[config.mk]
export PLATFORM = sky130hd
export DESIGN_NAME = execute_memory_register
export DESIGN_NICKNAME = d
export VERILOG_FILES = /design/src/rtl/pipeline_pkg.sv /design/src/rtl/pipe_skid_slot.sv /design/src/rtl/execute_memory_register.sv
export SDC_FILE = /design/constraint.sdc
export NUM_CORES = 1
export LEC_CHECK = 0
export CAP_MARGIN = 40
export CORE_MARGIN = 4
export CORE_UTILIZATION = 35
export DETAILED_ROUTE_END_ITERATION = 8
export PLACE_DENSITY = 0.83
export SLEW_MARGIN = 20
export SYNTH_ARGS = -nofsm -noshare
export SYNTH_HDL_FRONTEND = slang
export SYNTH_HIERARCHICAL = 1
export SYNTH_SLANG_ARGS = --single-unit
export TNS_END_PERCENT = 10
[constraint.sdc]
create_clock -name clk_i -period 1.4 [get_ports clk_i]
set_clock_uncertainty 0.05 [all_clocks]
set_input_delay 0.21 -clock clk_i [delete_from_list [all_inputs] [get_ports clk_i]]
set_output_delay 0.21 -clock clk_i [all_outputs]
set_load 0.005 [all_outputs]
[src/rtl/pipeline_pkg.sv]
// Shared pipeline definitions: datapath width, RV32 opcode constants, EX/MEM payload layout
// and the EX/MEM register occupancy states.
package pipeline_pkg;

    localparam int unsigned XlenDefault = 32;

    localparam logic [6:0] OpcLoad   = 7'b0000011;
    localparam logic [6:0] OpcStore  = 7'b0100011;
    localparam logic [6:0] OpcOpImm  = 7'b0010011;
    localparam logic [6:0] OpcOp     = 7'b0110011;
    localparam logic [6:0] OpcBranch = 7'b1100011;
    localparam logic [6:0] OpcLui    = 7'b0110111;

    typedef struct packed {
        logic [6:0]             opcode;
        logic [2:0]             funct3;
        logic [4:0]             rd;
        logic [XlenDefault-1:0] alu_result;
        logic [XlenDefault-1:0] store_data;
        logic                   reg_write;
        logic                   mem_read;
        logic                   mem_write;
    } ex_mem_payload_t;

    typedef enum logic [1:0] {StEmpty, StFull, StSkid} em_state_e;

endpackage

[src/rtl/pipe_skid_slot.sv]
// One payload + valid holding element; clear has priority over load and zeroes the payload
// so that control bits read as 0 whenever the slot is empty.
module pipe_skid_slot #(
    parameter int unsigned Width = 1
) (
    input  logic             clk_i,
    input  logic             rst_ni,
    input  logic             clear_i,
    input  logic             load_i,
    input  logic [Width-1:0] data_i,
    output logic             valid_o,
    output logic [Width-1:0] data_o
);

    logic             valid_q;
    logic [Width-1:0] data_q;

    always_ff @(posedge clk_i or negedge rst_ni) begin
        if (!rst_ni) begin
            valid_q <= 1'b0;
            data_q  <= '0;
        end else if (clear_i) begin
            valid_q <= 1'b0;
            data_q  <= '0;
        end else if (load_i) begin
            valid_q <= 1'b1;
            data_q  <= data_i;
        end
    end

    assign valid_o = valid_q;
    assign data_o  = data_q;

endmodule

[src/rtl/execute_memory_register.sv]
// EX/MEM pipeline register with valid/ready handshake, flush and forwarding tap.
// Define EXMEM_SKID_EN for a registered ready_o backed by a one-entry skid slot.
module execute_memory_register
    import pipeline_pkg::*;
#(
    parameter int unsigned XLEN = XlenDefault
) (
    input  logic            clk_i,
    input  logic            rst_ni,
    input  logic            flush_i,
    input  logic            valid_i,
    output logic            ready_o,
    input  logic [6:0]      opcode_i,
    input  logic [2:0]      funct3_i,
    input  logic [4:0]      rd_i,
    input  logic [XLEN-1:0] alu_result_i,
    input  logic [XLEN-1:0] store_data_i,
    input  logic            reg_write_i,
    input  logic            mem_read_i,
    input  logic            mem_write_i,
    output logic            valid_o,
    input  logic            ready_i,
    output logic [6:0]      em_opcode_o,
    output logic [2:0]      em_funct3_o,
    output logic [4:0]      em_rd_o,
    output logic [XLEN-1:0] em_alu_result_o,
    output logic [XLEN-1:0] em_store_data_o,
    output logic            em_reg_write_o,
    output logic            em_mem_read_o,
    output logic            em_mem_write_o,
    output logic            fwd_valid_o,
    output logic [4:0]      fwd_rd_o,
    output logic [XLEN-1:0] fwd_data_o
);

    localparam int unsigned PayloadW = $bits(ex_mem_payload_t);

    ex_mem_payload_t in_pl, out_pl, out_din;
    em_state_e       state;
    logic            out_valid, out_load, out_clear;
    logic            accept, transfer;

    assign in_pl.opcode     = opcode_i;
    assign in_pl.funct3     = funct3_i;
    assign in_pl.rd         = rd_i;
    assign in_pl.alu_result = alu_result_i;
    assign in_pl.store_data = store_data_i;
    assign in_pl.reg_write  = reg_write_i;
    assign in_pl.mem_read   = mem_read_i;
    assign in_pl.mem_write  = mem_write_i;

    assign accept   = valid_i && ready_o;
    assign transfer = out_valid && ready_i;

`ifdef EXMEM_SKID_EN
    ex_mem_payload_t skid_pl;
    logic            skid_valid, skid_load, skid_clear, out_sel_skid;

    // ready_o comes straight from a flop, so ready_i never reaches it combinationally.
    assign ready_o = !skid_valid;
    assign state   = skid_valid ? StSkid : (out_valid ? StFull : StEmpty);
    assign out_din = out_sel_skid ? skid_pl : in_pl;

    always_comb begin
        out_load     = 1'b0;
        out_clear    = 1'b0;
        skid_load    = 1'b0;
        skid_clear   = 1'b0;
        out_sel_skid = 1'b0;
        if (flush_i) begin
            out_clear  = 1'b1;
            skid_clear = 1'b1;
        end else begin
            unique case (state)
                StEmpty: out_load = accept;
                StFull: begin
                    if (accept && transfer) out_load  = 1'b1;
                    else if (accept)        skid_load = 1'b1;
                    else if (transfer)      out_clear = 1'b1;
                end
                StSkid: begin
                    if (transfer) begin
                        out_load     = 1'b1;
                        out_sel_skid = 1'b1;
                        skid_clear   = 1'b1;
                    end
                end
                default: ;
            endcase
        end
    end

    pipe_skid_slot #(
        .Width (PayloadW)
    ) u_skid_slot (
        .clk_i   (clk_i),
        .rst_ni  (rst_ni),
        .clear_i (skid_clear),
        .load_i  (skid_load),
        .data_i  (in_pl),
        .valid_o (skid_valid),
        .data_o  (skid_pl)
    );
`else
    assign ready_o = ready_i || !out_valid;
    assign state   = out_valid ? StFull : StEmpty;
    assign out_din = in_pl;

    always_comb begin
        out_load  = 1'b0;
        out_clear = 1'b0;
        if (flush_i) begin
            out_clear = 1'b1;
        end else begin
            unique case (state)
                StEmpty: out_load = accept;
                StFull: begin
                    if (accept)        out_load  = 1'b1;
                    else if (transfer) out_clear = 1'b1;
                end
                default: ;
            endcase
        end
    end
`endif

    pipe_skid_slot #(
        .Width (PayloadW)
    ) u_out_slot (
        .clk_i   (clk_i),
        .rst_ni  (rst_ni),
        .clear_i (out_clear),
        .load_i  (out_load),
        .data_i  (out_din),
        .valid_o (out_valid),
        .data_o  (out_pl)
    );

    assign valid_o         = out_valid;
    assign em_opcode_o     = out_pl.opcode;
    assign em_funct3_o     = out_pl.funct3;
    assign em_rd_o         = out_pl.rd;
    assign em_alu_result_o = out_pl.alu_result;
    assign em_store_data_o = out_pl.store_data;
    assign em_reg_write_o  = out_pl.reg_write;
    assign em_mem_read_o   = out_pl.mem_read;
    assign em_mem_write_o  = out_pl.mem_write;

    // Loads produce their value in MEM, so they are not a forwarding source here.
    assign fwd_valid_o = out_valid && out_pl.reg_write && !out_pl.mem_read && (out_pl.rd != 5'd0);
    assign fwd_rd_o    = out_pl.rd;
    assign fwd_data_o  = out_pl.alu_result;

endmodule

Yosys cells after proc, flatten, opt, wreduce, memory -nomap -nowiden
Index checks and enable logic that the tools add are counted.
W data, S select, Z words.
{"block": "totals", "word_cells": 26, "input_bits": 87, "ff_bits": 83, "output_inout_bits": 122}
{"block": "classes", "muxes": 12, "n_reduce_logical": 11, "n_eq_ne": 1}
{"op": "$mux W82", "count": 2}
{"op": "$mux W1", "count": 9}
{"op": "$logic_and A1 B1 Y1", "count": 5}
{"op": "$reduce_bool A5 Y1", "count": 1}
{"op": "$logic_not A1 Y1", "count": 2}
{"op": "$logic_not A2 Y1", "count": 1}
{"op": "$pmux W1 S2", "count": 1}
{"op": "$reduce_bool A2 Y1", "count": 1}
{"op": "$eq A1 B1 Y1 const B", "count": 1}
{"op": "$logic_or A1 B1 Y1", "count": 1}

Logic depth before layout (Yosys ltp)
{"block": "depth", "word_depth": 8, "depth_mapped": 6}

Modules after synthesis
Netlist, hierarchy kept.
{"mod": "pipe_skid_slot", "seq_area_each_um2": 2077.0, "n_inst": 1, "area_each_um2": 3408.3, "cells_each": 267}
{"mod": "execute_memory_register", "seq_area_each_um2": 0.0, "n_inst": 1, "area_each_um2": 325.3, "cells_each": 45}

Least setup slack after synthesis
No wires, ideal clock.
{"block": "synth_timing", "kind": "register to register", "startpoint": "reg u_out_slot.valid_q (netlist: u_out_slot/valid_o)", "endpoint": "reg u_out_slot.data_q[38] (netlist: u_out_slot/data_o[38])", "stages_incl_launch_ff": 7, "slack_ps": -51, "arrival_time_ps": 1269, "required_ps": 1218, "path_buffers": 2, "cell_sequence": "dfrtp_1 -> nand2b_1 -> and3b_1 -> buf_6 -> buf_12 -> mux2i_1 -> nor2_1"}
{"block": "synth_between", "elab_chain_cells": 7, "elab_cells_between_ends": 16}
{"item": "start: declaration", "line": "pipe_skid_slot.sv:15", "rtl": "logic valid_q;"}
{"item": "start signal: assignment", "line": "pipe_skid_slot.sv:20", "rtl": "valid_q <= 1'b0;"}
{"item": "start signal: assignment", "line": "pipe_skid_slot.sv:23", "rtl": "valid_q <= 1'b0;"}
{"item": "start signal: assignment", "line": "pipe_skid_slot.sv:26", "rtl": "valid_q <= 1'b1;"}
{"item": "$logic_not A1 Y1 *", "line": "execute_memory_register.sv:105", "rtl": "assign ready_o = ready_i || !out_valid;"}
{"item": "$logic_or A1 B1 Y1 *", "line": "execute_memory_register.sv:105"}
{"item": "named net ready_o", "line": "execute_memory_register.sv:12", "rtl": "output logic ready_o,"}
{"item": "$logic_and A1 B1 Y1 *", "line": "execute_memory_register.sv:52", "rtl": "assign accept = valid_i && ready_o;"}
{"item": "$mux W1", "line": "execute_memory_register.sv:118", "rtl": "if (accept) out_load = 1'b1;"}
{"item": "$pmux W1 S2 *", "line": "execute_memory_register.sv:115", "rtl": "unique case (state)"}
{"item": "$mux W1 *", "line": "execute_memory_register.sv:112", "rtl": "if (flush_i) begin"}
{"item": "named net out_load", "line": "execute_memory_register.sv:40", "rtl": "logic out_valid, out_load, out_clear;"}
{"item": "$reduce_bool A2 Y1 (no source line) *"}
{"item": "end signal: assignment", "line": "pipe_skid_slot.sv:27", "rtl": "data_q <= data_i;"}
{"item": "end: declaration", "line": "pipe_skid_slot.sv:16", "rtl": "logic [Width-1:0] data_q;"}
Mark *: on every way through the listed nets, which the timed path passes. The rest lies on a longest branch.
A chain may end at the register's enable or synchronous reset.

Worst setup path after layout
{"block": "layout_timing", "startpoint": "reg u_out_slot.valid_q (netlist: u_out_slot/valid_o)", "endpoint": "reg u_out_slot.data_q[33] (netlist: u_out_slot/data_o[33])"}
{"block": "layout_between", "elab_chain_cells": 7, "elab_cells_between_ends": 16}
{"item": "$logic_not A1 Y1", "line": "execute_memory_register.sv:105"}
{"item": "$logic_or A1 B1 Y1", "line": "execute_memory_register.sv:105"}
{"item": "$logic_and A1 B1 Y1", "line": "execute_memory_register.sv:52"}
{"item": "$mux W1", "line": "execute_memory_register.sv:118"}
{"item": "$pmux W1 S2 *", "line": "execute_memory_register.sv:115"}
{"item": "$mux W1 *", "line": "execute_memory_register.sv:112"}
{"item": "named net out_load", "line": "execute_memory_register.sv:40"}
{"item": "$reduce_bool A2 Y1 (no source line) *"}
Marked as above.

==> impl_metrics.tcl <==
set metrics [dict create \
    synth_edf_count 0 \
    die_area_sq_um 12380 \
    dpl.cell_count 616 \
    cts_buffers 9 \
    hold_viol 0 \
    htree_levels 3 \
    fin_util_pct 58.68 \
    drt-pass1-iter-count 4 \
    grt_pass1_vias 3094 \
    ant_nets 0 \
    ys_seq_area_share_pct 55.63 \
    clkTransAtPathRegs_ps 80 \
    antenna_found_initial 0 \
    grt_max_degree 84 \
    cts_root_buf "clkbuf_8" \
    core_area_sq_um 10370 \
    synthFlopType "dfrtp_1" \
    clock-sinks 83 \
    synth_top_cell_by_area "dfrtp_1" \
    cp-end-kind "flop" \
    peakVddDrop_mv 0.4507 \
    synth_top_area_share_pct 55.63 \
    violations "setup timing" \
    post-route-period-util_pct 110.6 \
    status "complete, but fails checks" \
    setup_tns_ps -8000 \
    io_buffer_count 208 \
    cp_max_fo 5 \
    io_pins 209 \
    place_congestion 0.7632 \
    fin_ws_ps -148.4 \
    clock.fmax_mhz 645.8 \
    ys.warnings.count 6 \
    start_kind "flop" \
    cp.required_ps 1570 \
    netlist_area_sq_um 3734 \
    crit_type "flop to flop" \
    yosys-top-cells-area "dfrtp_1, mux2i_1, nor2_1" \
    routedWlPerCell_um 16.09 \
    wl_mm 10.39 \
    num_antenna_cells 0 \
    die_w_um 111.3 \
    clkLatencyLatePin_ps 330 \
    syn_nets 399 \
    power_density_nw_per_um2 897.9 \
    drv_cap 0 \
    ys_types 16 \
    leakage_nw 3.134 \
    fin_nets 592 \
    drcViolationCount 0 \
    syn_inst 312 \
    track_usage_pct 16.15 \
    drive_gt1_share_pct 11.76 \
    dp_hpwl_mm 7.124 \
    initialDrtViolationCount 98 \
    tightest_slew_ps 441.2 \
    yosysMostFrequentCell "nor2_1" \
    grt_pass1_wl_mm 16.19 \
    dieHeight_um 111.3 \
    synth_area_per_cell_sq_um 11.97 \
    ys_seq_elements 83 \
    num_rows 37 \
    rsz0062_at_grt "true" \
    grt-ovfl-total 0 \
    clock_path_buffers 2 \
    min_path_type "input port to async pin" \
    period_needed_ps 1548 \
    area_growth_syn_to_layout_pct 62.97 \
    yosys-top-cells-count "nor2_1, dfrtp_1, mux2i_1" \
    final_cells 646 \
    vias 2914 \
    initial_utilization_pct 36.00 \
    drt-vias-per-instance 4.511 \
    hold-worst-slack_ps 379.1 \
    relSlewSlack_pct 70.59 \
    report.final.slew_viol_count 0 \
    tritoncts "yes" \
    async_flop_share_pct 100.0 \
    setup-violations-final 84 \
    arrival_ps 1720 \
]
-- cells in the final DEF, fill, tap and decap left out, drive strengths merged, types with 2 or more instances in the layout --
cell type | synthesis | final
bufinv | 0 | 2
buf | 52 | 29
dlygate4sd2 | 0 | 107
clkdlybuf4s15 | 0 | 9
clkbuf | 3 | 17
mux2i | 82 | 82
clkdlybuf4s50 | 0 | 85
clkinv | 0 | 2
dfrtp | 83 | 83
nor2 | 85 | 85
-- state kept, by name (all words and copies together) (netlist names) --
register and flops:
u_out_slot/valid_o 1, u_out_slot/data_o 82
-- worst paths after layout --
check,start,endpoint,slack [ps],cells past startpoint
worst min-delay path,rst_ni,u_out_slot/data_o[13],380,3
max in group asynchronous,rst_ni,u_out_slot/data_o[44],550,3
worst min register to register,u_out_slot/data_o[77],u_out_slot/data_o[77],470,2
worst max register to register,u_out_slot/valid_o,u_out_slot/data_o[33],-150,6
min in group clk_i,store_data_i[10],u_out_slot/data_o[13],420,3
worst max-delay path,u_out_slot/valid_o,u_out_slot/data_o[33],-150,6
-- kinds of logic (layout without fill, tap and decap cells) --
family / count (synthesis) / after routing / share of synthesized area, %
and+or+nand+nor: 90 / 90 / 9.383
DFF: 83 / 83 / 55.63
muxes: 82 / 82 / 21.98
buffers and inverters: 55 / 253 / 12.67
AOI/OAI and AO/OA: 2 / 2 / 0.3351
-- metrics by stage --
stage	worst slack, ps	area (sq um)	power, mW
6_report	-148.4	6085	5.463
5_1_grt	-251.9	6085	5.780
2_1_floorplan	-45.17	3737	3.063
3_3_place_gp	-382.4	5700	3.668
4_1_cts	-155.5	5927	5.485
3_5_place_dp	-478.1	5700	3.696
-- what timing repair did --
action,4_1_cts,5_1_grt
gates cloned,2,4
setup buffers,5,2
endpoints found under the setup margin,197,90
resized for setup,148,19
endpoints found under the hold margin,83,0
pin swaps,1,4
hold buffers,1,0
-- report_power, final --
part	internal, mW	switching (mW)	leakage, nW
clock network	1.00	0.815	0.103
registers	2.51	0.0736	1.13
logic	0.651	0.413	1.90
-- worst max-delay path: stages (launching register included) --
cell and delay (ps):
dfrtp_1 400, nand2b_1 100, and3b_4 310, buf_12 150
buf_16 130, mux2i_2 220, nor2_1 60
-- area by class of cell --
cell class,instances,area [sq um]
Clock buffer,11,131.4
Multi-Input combinational cell,174,1249
Timing Repair Buffer,237,2380
Clock inverter,5,77.57
Tap cell,136,170.2
Sequential cell,83,2077
Fill cell,905,4285
-- layer usage --
layer	GRT usage [%]	routed length, um	vias to the layer above
li1	-	-	1377
met1	19.31	4327	1398
met2	27.34	5151	123
met3	5.459	709	16
met4	5.191	202	0
met5	0	0	-
Note: power is estimated with default switching activity, not from simulation.
